`src/rtl/uart_tx_sched.sv`:
```
// Round-robin scheduler sharing one byte-wide UART transmitter among NUM_REQ requesters,
// with bounded per-grant bursts and a watchdog on the UART completion handshake.
module uart_tx_sched #(
   parameter int NUM_REQ     = 4,
   parameter int MAX_BURST   = 16,
   parameter int TIMEOUT_CYC = 2000
) (
   input  logic                   clk,
   input  logic                   reset_n,
   input  logic [NUM_REQ-1:0]     req,
   input  logic [NUM_REQ*8-1:0]   req_data,
   input  logic [NUM_REQ-1:0]     req_last,
   output logic [NUM_REQ-1:0]     grant,
   output logic [NUM_REQ-1:0]     ack,
   output logic [7:0]             uart_data,
   output logic                   uart_start,
   input  logic                   uart_done,
   output logic                   busy,
   output logic                   timeout_err
);
   localparam int IW = (NUM_REQ > 1) ? $clog2(NUM_REQ) : 1;
   localparam logic [IW:0]  NR  = (IW+1)'(NUM_REQ);
   localparam logic [IW:0]  ONE = (IW+1)'(1);
   localparam logic [7:0]   MB  = 8'(MAX_BURST);
   localparam logic [15:0]  TO1 = 16'(TIMEOUT_CYC - 1);

   typedef enum logic [1:0] {S_IDLE, S_LAUNCH, S_WAIT} state_t;

   state_t             state_q, state_d;
   logic [IW-1:0]      ptr_q, ptr_d;
   logic [IW-1:0]      sel_q, sel_d;
   logic [NUM_REQ-1:0] grant_q, grant_d;
   logic [7:0]         data_q, data_d;
   logic               last_q, last_d;
   logic [7:0]         burst_q, burst_d;
   logic [15:0]        wdog_q, wdog_d;

   logic [7:0]         req_byte [NUM_REQ];
   logic               hit;
   logic [IW-1:0]      hit_idx;
   logic [IW:0]        idx;
   logic [IW:0]        ptr_wrap;
   logic [IW-1:0]      ptr_nxt;

   genvar gi;
   generate
      for (gi = 0; gi < NUM_REQ; gi++) begin : g_unpack
         assign req_byte[gi] = req_data[8*gi +: 8];
      end
   endgenerate

   // Walk offsets from the far end so the requester nearest ptr wins.
   always_comb begin
      hit     = 1'b0;
      hit_idx = '0;
      idx     = '0;
      for (int k = NUM_REQ - 1; k >= 0; k--) begin
         idx = {1'b0, ptr_q} + (IW+1)'(k);
         if (idx >= NR) idx = idx - NR;
         if (req[idx[IW-1:0]]) begin
            hit     = 1'b1;
            hit_idx = idx[IW-1:0];
         end
      end
      ptr_wrap = {1'b0, sel_q} + ONE;
      if (ptr_wrap >= NR) ptr_wrap = '0;
      ptr_nxt = ptr_wrap[IW-1:0];
   end

   always_comb begin
      state_d     = state_q;
      ptr_d       = ptr_q;
      sel_d       = sel_q;
      grant_d     = grant_q;
      data_d      = data_q;
      last_d      = last_q;
      burst_d     = burst_q;
      wdog_d      = wdog_q;
      uart_start  = 1'b0;
      ack         = '0;
      timeout_err = 1'b0;
      case (state_q)
         S_IDLE: begin
            if (hit) begin
               sel_d            = hit_idx;
               data_d           = req_byte[hit_idx];
               last_d           = req_last[hit_idx];
               grant_d          = '0;
               grant_d[hit_idx] = 1'b1;
               burst_d          = '0;
               state_d          = S_LAUNCH;
            end
         end
         S_LAUNCH: begin
            uart_start = 1'b1;
            ack        = grant_q;
            burst_d    = burst_q + 8'd1;
            wdog_d     = '0;
            state_d    = S_WAIT;
         end
         S_WAIT: begin
            wdog_d = wdog_q + 16'd1;
            // Completion takes priority over a watchdog expiry in the same cycle.
            if (uart_done) begin
               if (!last_q && req[sel_q] && (burst_q < MB)) begin
                  data_d  = req_byte[sel_q];
                  last_d  = req_last[sel_q];
                  state_d = S_LAUNCH;
               end else begin
                  grant_d = '0;
                  ptr_d   = ptr_nxt;
                  state_d = S_IDLE;
               end
            end else if (wdog_q == TO1) begin
               timeout_err = 1'b1;
               grant_d     = '0;
               ptr_d       = ptr_nxt;
               state_d     = S_IDLE;
            end
         end
         default: state_d = S_IDLE;
      endcase
   end

   always_ff @(posedge clk or negedge reset_n) begin
      if (!reset_n) begin
         state_q <= S_IDLE;
         ptr_q   <= '0;
         sel_q   <= '0;
         grant_q <= '0;
         data_q  <= 8'h00;
         last_q  <= 1'b0;
         burst_q <= '0;
         wdog_q  <= '0;
      end else begin
         state_q <= state_d;
         ptr_q   <= ptr_d;
         sel_q   <= sel_d;
         grant_q <= grant_d;
         data_q  <= data_d;
         last_q  <= last_d;
         burst_q <= burst_d;
         wdog_q  <= wdog_d;
      end
   end

   assign grant     = grant_q;
   assign uart_data = data_q;
   assign busy      = (state_q != S_IDLE);

endmodule

```
`config.mk`:
```
export PLATFORM = sky130hd
export DESIGN_NAME = uart_tx_sched
export DESIGN_NICKNAME = d
export VERILOG_FILES = /design/src/rtl/uart_tx_sched.sv
export SDC_FILE = /design/constraint.sdc
export NUM_CORES = 1
export LEC_CHECK = 0
export ABC_AREA = 1
export BUFFER_PORTS_ARGS = -buffer_cell sky130_fd_sc_hd__buf_4
export CORE_AREA = 8 8 65 122
export CTS_CLUSTER_DIAMETER = 200
export DETAILED_ROUTE_END_ITERATION = 12
export DIE_AREA = 0 0 73 130
export PLACE_DENSITY = 0.75
export SLEW_MARGIN = 20
export SYNTH_ARGS = -nofsm -noshare
export SYNTH_HDL_FRONTEND = slang
export SYNTH_SLANG_ARGS = --single-unit
```
`constraint.sdc`:
```
create_clock -name clk -period 2.27 [get_ports clk]
set_input_delay 0 -clock clk [delete_from_list [all_inputs] [get_ports clk]]
set_output_delay 0 -clock clk [all_outputs]
set_load 0.005 [all_outputs]
```
# After elaboration in Yosys (flattened, before gate mapping)
# Cells that the tools add are included.
dict set report word_totals {
  regBits 43
  in_bits 43
  output_inout_bits 19
  word_cells 124
}
dict set report op_classes {
  n_addsub 10
  order_cmp 15
  n_eq_ne 9
  muxes 64
  bitwise_logic 2
  reduce_logical 16
}
# cell count
set op_table {}
lappend op_table {{$mux W8} 8}
lappend op_table {{$bmux W8 S2} 2}
lappend op_table {{$pmux W16 S2} 1}
lappend op_table {{$pmux W8 S2} 2}
lappend op_table {{$mux W2} 15}
lappend op_table {{$mux W1} 20}
lappend op_table {{$mux W4} 5}
lappend op_table {{$ge A3 B3 Y1 const B} 6}
lappend op_table {{$lt A2 B3 Y1 const B} 6}
lappend op_table {{$add A16 B1 Y16 const B} 1}
lappend op_table {{$eq A16 B11 Y1 const B} 1}
lappend op_table {{$bmux W1 S2} 7}
lappend op_table {{$reduce_bool A2 Y1} 5}
lappend op_table {{$add A8 B1 Y8 const B} 1}
lappend op_table {{$lt A8 B5 Y1 const B} 1}
lappend op_table {{$ne A2 B2 Y1 const B} 4}
lappend op_table {{$pmux W4 S2} 1}
lappend op_table {{$reduce_and A4 Y1} 2}
lappend op_table {{$sub A2 B1 Y2 const B} 4}
lappend op_table {{$add A2 B1 Y3 const B} 2}
lappend op_table {{$add A2 B2 Y3 const B} 2}
lappend op_table {{$ne A3 B3 Y1 const B} 2}
lappend op_table {{$not A2 Y3} 2}
lappend op_table {{$pmux W2 S3} 1}
lappend op_table {{other kinds (11)} 15}

# Depth between registers and ports, before layout
# Gate-level depths: netlist of the first run.
dict set report logic_depth {
  depth_word 15
  mapped_depth 15
  ltp_nobuf 14
}

# Least setup slack after synthesis of the first run
# OpenSTA, ideal clock, no wires.
dict set report synth_path {
  path_type {register to register}
  start {reg state_q[0]}
  end {reg wdog_q[14]}
  setup_time_ps 86
  t_arrival_ps 1820
  t_required_ps 2184
  setup_slack_ps 364
  path_stages_with_launch 13
  n_path_buf 1
  synth_period_minus_slack_ps 1906
  cell_sequence {dfrtp_1 -> inv_1 -> ha_1 -> buf_4 -> nand3_1 -> nor2_1 -> nand2_1 -> nor2_1 -> nand4_1 -> nor2_1 -> nand4_1 -> and2_0 -> nor3_1}
}
dict set report synth_between {
  elab_chain_len 2
  elab_cells_between_ends 4
  cone_classes {2 x eq/ne; 1 x mux; 1 x reduce/logical}
}
# item line_no
set synth_rtl {}
lappend synth_rtl {{start: declaration} 29} ;# state_t state_q, state_d;
lappend synth_rtl {{start signal: assignment} 136} ;# state_q <= state_d;
lappend synth_rtl {{$eq A2 B2 Y1 / $eq A2 B1 Y1 (equally long branches)} 82} ;# case (state_q)
lappend synth_rtl {{$pmux W16 S2 / $reduce_bool A2 Y1 (equally long branches)} --}
lappend synth_rtl {{end signal: assignment} 143} ;# wdog_q <= wdog_d;
lappend synth_rtl {{end: declaration} 36} ;# logic [15:0] wdog_q, wdog_d;
# Several ways; a longest one is shown, not always the timed one.
# A chain may end at the register's enable or synchronous reset.

# Final worst setup path of the first run
dict set report layout_path {
  start {reg state_q[1]}
  end {reg wdog_q[14]}
}
# Same word-level chain as after synthesis.

==> run summary, run 1 <==
Ys Warns - 0
Tcrit/Tclk final - 0.949
top-count cell post-synth - nand2_1
gr usage total - 0.206
GR Overflow Total - 0
switching power total - 2.84 mW
fmax - 464 MHz
antenna violations before repair - 0
n_diodes - 0
Final setup viols - 0
Peak VDD IR - 0.000924 V
crit path DAT - 2.37 ns
type of origin of the critical path - flip-flop
CTS sink count - 43
sequential share of power - 0.214
slowest cell on the critical path - dfrtp_1
first-pass GRT wire length - 15,700 um
syn_area_per_cell - 6.86 um^2
DRT Wirelength - 9400 um
LEAKAGE - 1.99 nW
status - completed
total I/O pin count - 62
vias per cell - 5.47
Synth Cell Area - 0.00326 mm^2
Cells after Synth - 476
Synth area leader - dfrtp_1
TritonCTS clock tree - done
initial core utilization - 0.517
Synth Net Count - 526
DP Wirelength - 7080 um
max-slew violations - 0
clock share of power - 0.132
nets@finish - 587
Max stage delay on crit path - 0.40 ns
CTS clk-pin slew, worst paths - 0.07 ns
Die Area - 0.00949 mm^2
top_reg_cell synth - dfrtp_1
Slew headroom - 0.629
total negative setup slack - 0 ns
placement row count - 41
overall power - 5.54 mW
Sw Ratio - 0.513
1st-pass router iterations - 4
IO Port Bufs - 61
WL per Instance - 15.1 um
via count - 3,411
logic gate share of total power - 0.654
Async S/R FF share, synth - 1.00
CTS buffer count - 5
worst-margin pin slew - 0.554 ns
critical path type - flip-flop to flip-flop
number of global-route vias before repair - 3,451
Worst EP required - 2.48 ns
minimum clock period after layout - 2.15 ns
Synth top area share - 0.330
Clock Path Buffers - 2
die height - 130 um
drt drc - 0
H-Tree Depth - 2
largest net degree at the start of global routing - 44
synth top area cells - dfrtp_1, nand2_1, nand3_1
Root Buffer - clkbuf_16
antenna viol nets, final - 0
unrepaired setup endpoints after global routing - no
power per cell area - 1400 mW/mm^2
GP Congestion - 0.907
Layout area overhead - 21.5%
Setup Skew - 0.0131 ns
most used cell, CP - nor2_2
final hold viol count - 0
area of the core - 0.00631 mm^2
Hold Path Class - input pin to flip-flop
Clk Latency, worst-skew pair - 0.30 ns
Post-synth EDFFs - 0
number of max-cap violations - 0
CP Max Fanout - 8
internal power - 2.70 mW
Die Wd - 73 um
post-synthesis register bit count - 43
hold_ws - 0.101 ns
synth cell count leaders - nand2_1, nor2_1, nand3_1
layout cells sized above 1 - 0.216
DR iter-0 viols - 239
post-synthesis sequential area ratio - 0.330
Setup crit end kind - flip-flop
FILL cells - 596
worst path cell trace - inv_1 > ha_4 > nand3_1 > nor2_2 > nand2_1 > nor2_2 > nand4_1 > nor2_2 > nand4_1 > and2_0 > nor3_1
Netlist cell types - 37
[flip-flops by register name, indices dropped and copies added (netlist names)]
| signal | cells |
|---|---|
| wdog_q | 16 |
| ptr_q | 2 |
| grant | 4 |
| state_q | 2 |
| burst_q | 8 |
| sel_q | 2 |
| last_q | 1 |
| uart_data | 8 |
[final timing paths]
path                              startpoint      endpoint  slack [ns]  cells after the start
worst max-delay path              state_q[1]    wdog_q[14]        0.12                     11
worst min-delay path            req_data[30]  uart_data[6]        0.10                      7
worst min register to register  uart_data[4]  uart_data[4]        0.48                      2
max in group asynchronous            reset_n    burst_q[3]        1.64                      2
worst max register to register    state_q[1]    wdog_q[14]        0.12                     11
min in group asynchronous            reset_n    wdog_q[11]        0.23                      2
[layout make-up]
cell class	count	area, um^2	area share
Multi-Input combinational cell	368	1910	0.482
Sequential cell	43	1080	0.271
Timing Repair Buffer	72	543	0.137
Inverter	47	176	0.0445
Clock buffer	5	125	0.0316
Tap cell	86	108	0.0271
Clock inverter	3	25.0	0.00631
[routing by layer]
| layer | wire [um] | GRT usage |
|---|---|---|
| met2 | 5110 | 0.383 |
| met3 | 533 | 0.0415 |
| met5 | 0 | 0 |
| met4 | 314 | 0.108 |
| met1 | 3450 | 0.206 |
[critical path: cells and delay by family (launching register included)]
family | cells | cell delay (ns)
adder cells (fa/ha/maj) | 1 | 0.32
buffers and inverters | 1 | 0.11
flip-flops | 1 | 0.40
AND/OR/NAND/NOR | 9 | 1.28
[through the flow]
stage               worst slack (ns)  utilization  instances  instance area, um^2
finish                         0.116        0.628        624                 3960
floorplan                      0.364            -        476                 3260
detailed placement           -0.0640        0.597        614                 3760
CTS                           0.0248        0.623        623                 3930
global route                 0.00782        0.628        624                 3960
global placement               0.170        0.597        614                 3760
[repair_timing]
action                     in CTS  in global routing
setup endpoints to repair       1                  3
setup buffers                   0                  1
hold buffers                    1                  0
pin swaps                       0                  2
hold endpoints to repair       43                  0
resized for setup               2                  6
[cells by family (layout without fill, tap and decap cells)]
kind of cell	Yosys count	count (layout)	synth area share
AO/OA/AOI/OAI	60	60	0.117
XOR/XNOR	5	5	0.0134
adder cells (fa/ha/maj)	7	7	0.0268
buffers and inverters	65	127	0.0943
flip-flops	43	43	0.330
multiplexers	1	1	0.00345
AND/OR/NAND/NOR	295	295	0.416
[power groups by stage]
| stage | clock (mW) | sequential (mW) | combinational, mW |
|---|---|---|---|
| after floorplan | 0 | 1.15 | 2.80 |
| after global placement | 0 | 1.19 | 3.48 |
| after detailed placement | 0 | 1.20 | 3.55 |
| after global routing | 0.773 | 1.22 | 4.07 |
| final | 0.731 | 1.19 | 3.62 |
| after CTS | 0.746 | 1.19 | 3.59 |
[placed cells by master (no fill, tap or decap), types with 2 or more instances in the layout]
cell       instances
a21oi_1           16
buf_4             71
clkbuf_16          5
clkinv_4           2
dfrtp_1           43
ha_1               6
inv_1             43
inv_2              3
nand2_1          127
nand2_2           12
nand2_4            4
nand3_1           52
nand3_2            3
nand3_4            2
nand4_1           11
nor2_1            60
nor2_2             4
nor3_1             7
nor3b_1            6
nor4_1             5
o21ai_0           16
o21ai_1            9
o22ai_1            2
o31ai_2            3
o32ai_1            9
xor2_1             4
Power figures use the tool's default switching activity.
==> inputs of run 2 (changes only) <==
==> constraint.sdc (replaced) <==
create_clock -name clk -period 2.27 [get_ports clk]
set_input_delay 0.227 -clock clk [delete_from_list [all_inputs] [get_ports clk]]
set_output_delay 0.227 -clock clk [all_outputs]
set_load 0.005 [all_outputs]
==> run 2 against run 1 <==
- setup slack improved by 0.085 ns
- sequential share of layout area decreased by 0.060 points
- count of clock-buffer cells in the layout increased by 3
- core utilization increased by 0.14 points
- flip-flop and latch count unchanged
- routed wire length decreased by 3.6%
- critical path type unchanged
- critical path depth unchanged
- final area increased by 0.22%
- register-to-register slack improved by 0.09 ns
- first-iteration DRC count decreased by 15%
- worst hold slack improved by 0.23 ns
==> run summary, run 2 (same netlist as run 1, synthesis figures left out) <==
status - completed
total I/O pin count - 62 (unchanged)
die height - 130 um (unchanged)
Placed Cells - 615 (+0.16%)
switching power total - 2.82 mW (-0.65%)
Peak VDD IR - 0.000975 V (+5.5%)
initial core utilization - 0.517 (unchanged)
DRT Wirelength - 9060 um (-3.6%)
Final setup viols - 0 (unchanged)
internal power - 2.77 mW (+2.6%)
WL per Instance - 14.5 um (-3.8%)
via count - 3,381 (-0.88%)
Buf/Inv on CP - 1 (unchanged)
total negative setup slack - 0 ns (unchanged)
fin cells - 625 (+0.16%)
FILL cells - 593 (-0.50%)
LEAKAGE - 2.00 nW (+0.56%)
first-pass GRT wire length - 15,000 um (-4.1%)
slowest cell on the critical path - dfrtp_1
TritonCTS clock tree - done
worst-margin pin slew - 0.551 ns (-0.00283 ns)
Clock Path Buffers - 2 (unchanged)
layout cells sized above 1 - 0.208 (-0.00782)
crit path DAT - 2.27 ns (-0.10 ns)
n_diodes - 0 (unchanged)
Sw Ratio - 0.505 (-0.00809)
worst path cell trace - inv_1 > ha_4 > nand3_1 > nor2_2 > nand2_1 > nor2_1 > nand4_1 > nor2_2 > nand4_1 > and2_0 > nor3_1
CTS buffer count - 5 (unchanged)
final hold viol count - 0 (unchanged)
Worst EP required - 2.48 ns (about the same)
Setup Skew - 0.00772 ns (-0.00534 ns)
antenna violations before repair - 0 (unchanged)
minimum clock period after layout - 2.07 ns (-0.0854 ns)
area of the core - 0.00631 mm^2 (unchanged)
GR Overflow Total - 0 (unchanged)
Top reg by flops - wdog_q
Tcrit/Tclk final - 0.911 (-0.0376)
CTS sink count - 43 (unchanged)
Root Buffer - clkbuf_16
1st-pass router iterations - 4 (unchanged)
GP Congestion - 0.921 (+1.5%)
Slew headroom - 0.631 (+0.00189)
placement row count - 41 (unchanged)
number of max-cap violations - 0 (unchanged)
FF-to-FF setup slack - 0.20 ns (+0.09 ns)
Clk Latency, worst-skew pair - 0.29 ns (about the same)
critical path type - flip-flop to flip-flop
nets@finish - 588 (+0.17%)
Setup crit end kind - flip-flop
worst hold endpoint - uart_data[0]
CP Max Fanout - 8 (unchanged)
Worst R2R Path Depth - 11 (unchanged)
number of global-route vias before repair - 3,371 (-2.3%)
most frequent cells in the layout - nand2_1, buf_4, nor2_1
vias per cell - 5.41 (-1.0%)
Die Area - 0.00949 mm^2 (unchanged)
DR iter-0 viols - 204 (-15%)
launching point of the worst reg2reg path - state_q[0]
CP delay by family, top - simple AND/OR/NAND/NOR gates
max-slew violations - 0 (unchanged)
IO Port Bufs - 61 (unchanged)
hold_ws - 0.336 ns (+0.235 ns)
drt drc - 0 (unchanged)
Hold Path Origin - req_data[24]
power per cell area - 1410 mW/mm^2 (+0.72%)
H-Tree Depth - 2 (unchanged)
type of origin of the critical path - flip-flop
antenna viol nets, final - 0 (unchanged)
clock share of power - 0.134 (+0.002)
Post-Route Utilization - 0.630 (+0.00139)
Max stage delay on crit path - 0.39 ns (about the same)
r2r endpoint - wdog_q[14]
max reg flops - 16 (unchanged)
fmax - 484 MHz (+4.1%)
logic gate share of total power - 0.653 (about the same)
hold path depth - 7 (unchanged)
sequential share of power - 0.213 (about the same)
unrepaired setup endpoints after global routing - no
Hold Path Class - input pin to flip-flop
commonest non-fill, non-tap cell in the layout - nand2_1
Layout area overhead - 21.7%
gr usage total - 0.199 (-0.00747)
largest net degree at the start of global routing - 44 (unchanged)
DP Wirelength - 6980 um (-1.4%)
Die Wd - 73 um (unchanged)
CTS clk-pin slew, worst paths - 0.06 ns (about the same)
run 2: cell count changes in the layout (fill, tap and decap cells not counted):
cell / previous run / this run
clkinvlp_4: 1 / 0
buf_4: 71 / 72
o22ai_2: 1 / 0
nand2_2: 12 / 11
o22ai_1: 2 / 3
nand2_1: 127 / 128
nor2_2: 4 / 2
nand2_4: 4 / 3
clkbuf_8: 0 / 2
clkbuf_1: 0 / 1
clkinv_4: 2 / 0
nor2_1: 60 / 62
nand2_8: 0 / 1
run 2: tightest hold or removal path: stages:
cell and delay [ns]:
buf_4 0.08, nand2_1 0.04, nand2_1 0.05, nand2_1 0.04, nand3_1 0.05, nand2_1 0.04, nand2_1 0.05
run 2: final cells by class:
type	count	area (um^2)	area share
clock buffer	8	156	0.0394
inverter	47	176	0.0444
multi-input combinational	368	1910	0.480
sequential	43	1080	0.271
tap	86	108	0.0271
timing repair buffer	73	551	0.139
run 2: per-layer routing:
layer | share of wire | vias up | global-route usage | wire length (um)
met1 | 0.37 | 1563 | 0.199 | 3360
met5 | 0 | - | 0 | 0
li1 | - | 1691 | - | -
met2 | 0.54 | 105 | 0.363 | 4930
met4 | 0.030 | 0 | 0.109 | 268
met3 | 0.056 | 22 | 0.0430 | 504
run 2: worst max-delay path by stage:
stage / startpoint / to / slack, ns / depth (start not counted)
after CTS: state_q[0] / wdog_q[14] / 0.07 / 11
final: state_q[0] / wdog_q[14] / 0.20 / 11
after global placement: state_q[1] / wdog_q[14] / 0.22 / 11
after floorplan: state_q[0] / wdog_q[14] / 0.36 / 12
after detailed placement: state_q[0] / wdog_q[14] / 0.07 / 11
after global routing: state_q[0] / wdog_q[13] / 0.01 / 11
run 2: power by group through the flow:
stage | Clock, mW | Combinational (mW) | Sequential [mW]
global placement | 0 | 3.48 | 1.19
detailed placement | 0 | 3.57 | 1.20
finish | 0.751 | 3.65 | 1.19
floorplan | 0 | 2.80 | 1.15
global route | 0.801 | 4.08 | 1.22
CTS | 0.770 | 3.58 | 1.19
run 2: what timing repair did:
item | in CTS | in global routing
resized for setup | 0 | 5
setup endpoints to repair | 0 | 4
hold buffers | 1 | 0
buffers inserted | 0 | 1
hold endpoints to repair | 43 | 0
run 2: metrics by stage:
stage	power [mW]	worst slack [ns]	area, um^2
after floorplan	3.95	0.364	3260
after global routing	6.10	0.0108	3970
final	5.59	0.202	3970
after CTS	5.54	0.0667	3940
after global placement	4.67	0.222	3770
after detailed placement	4.76	0.0650	3770
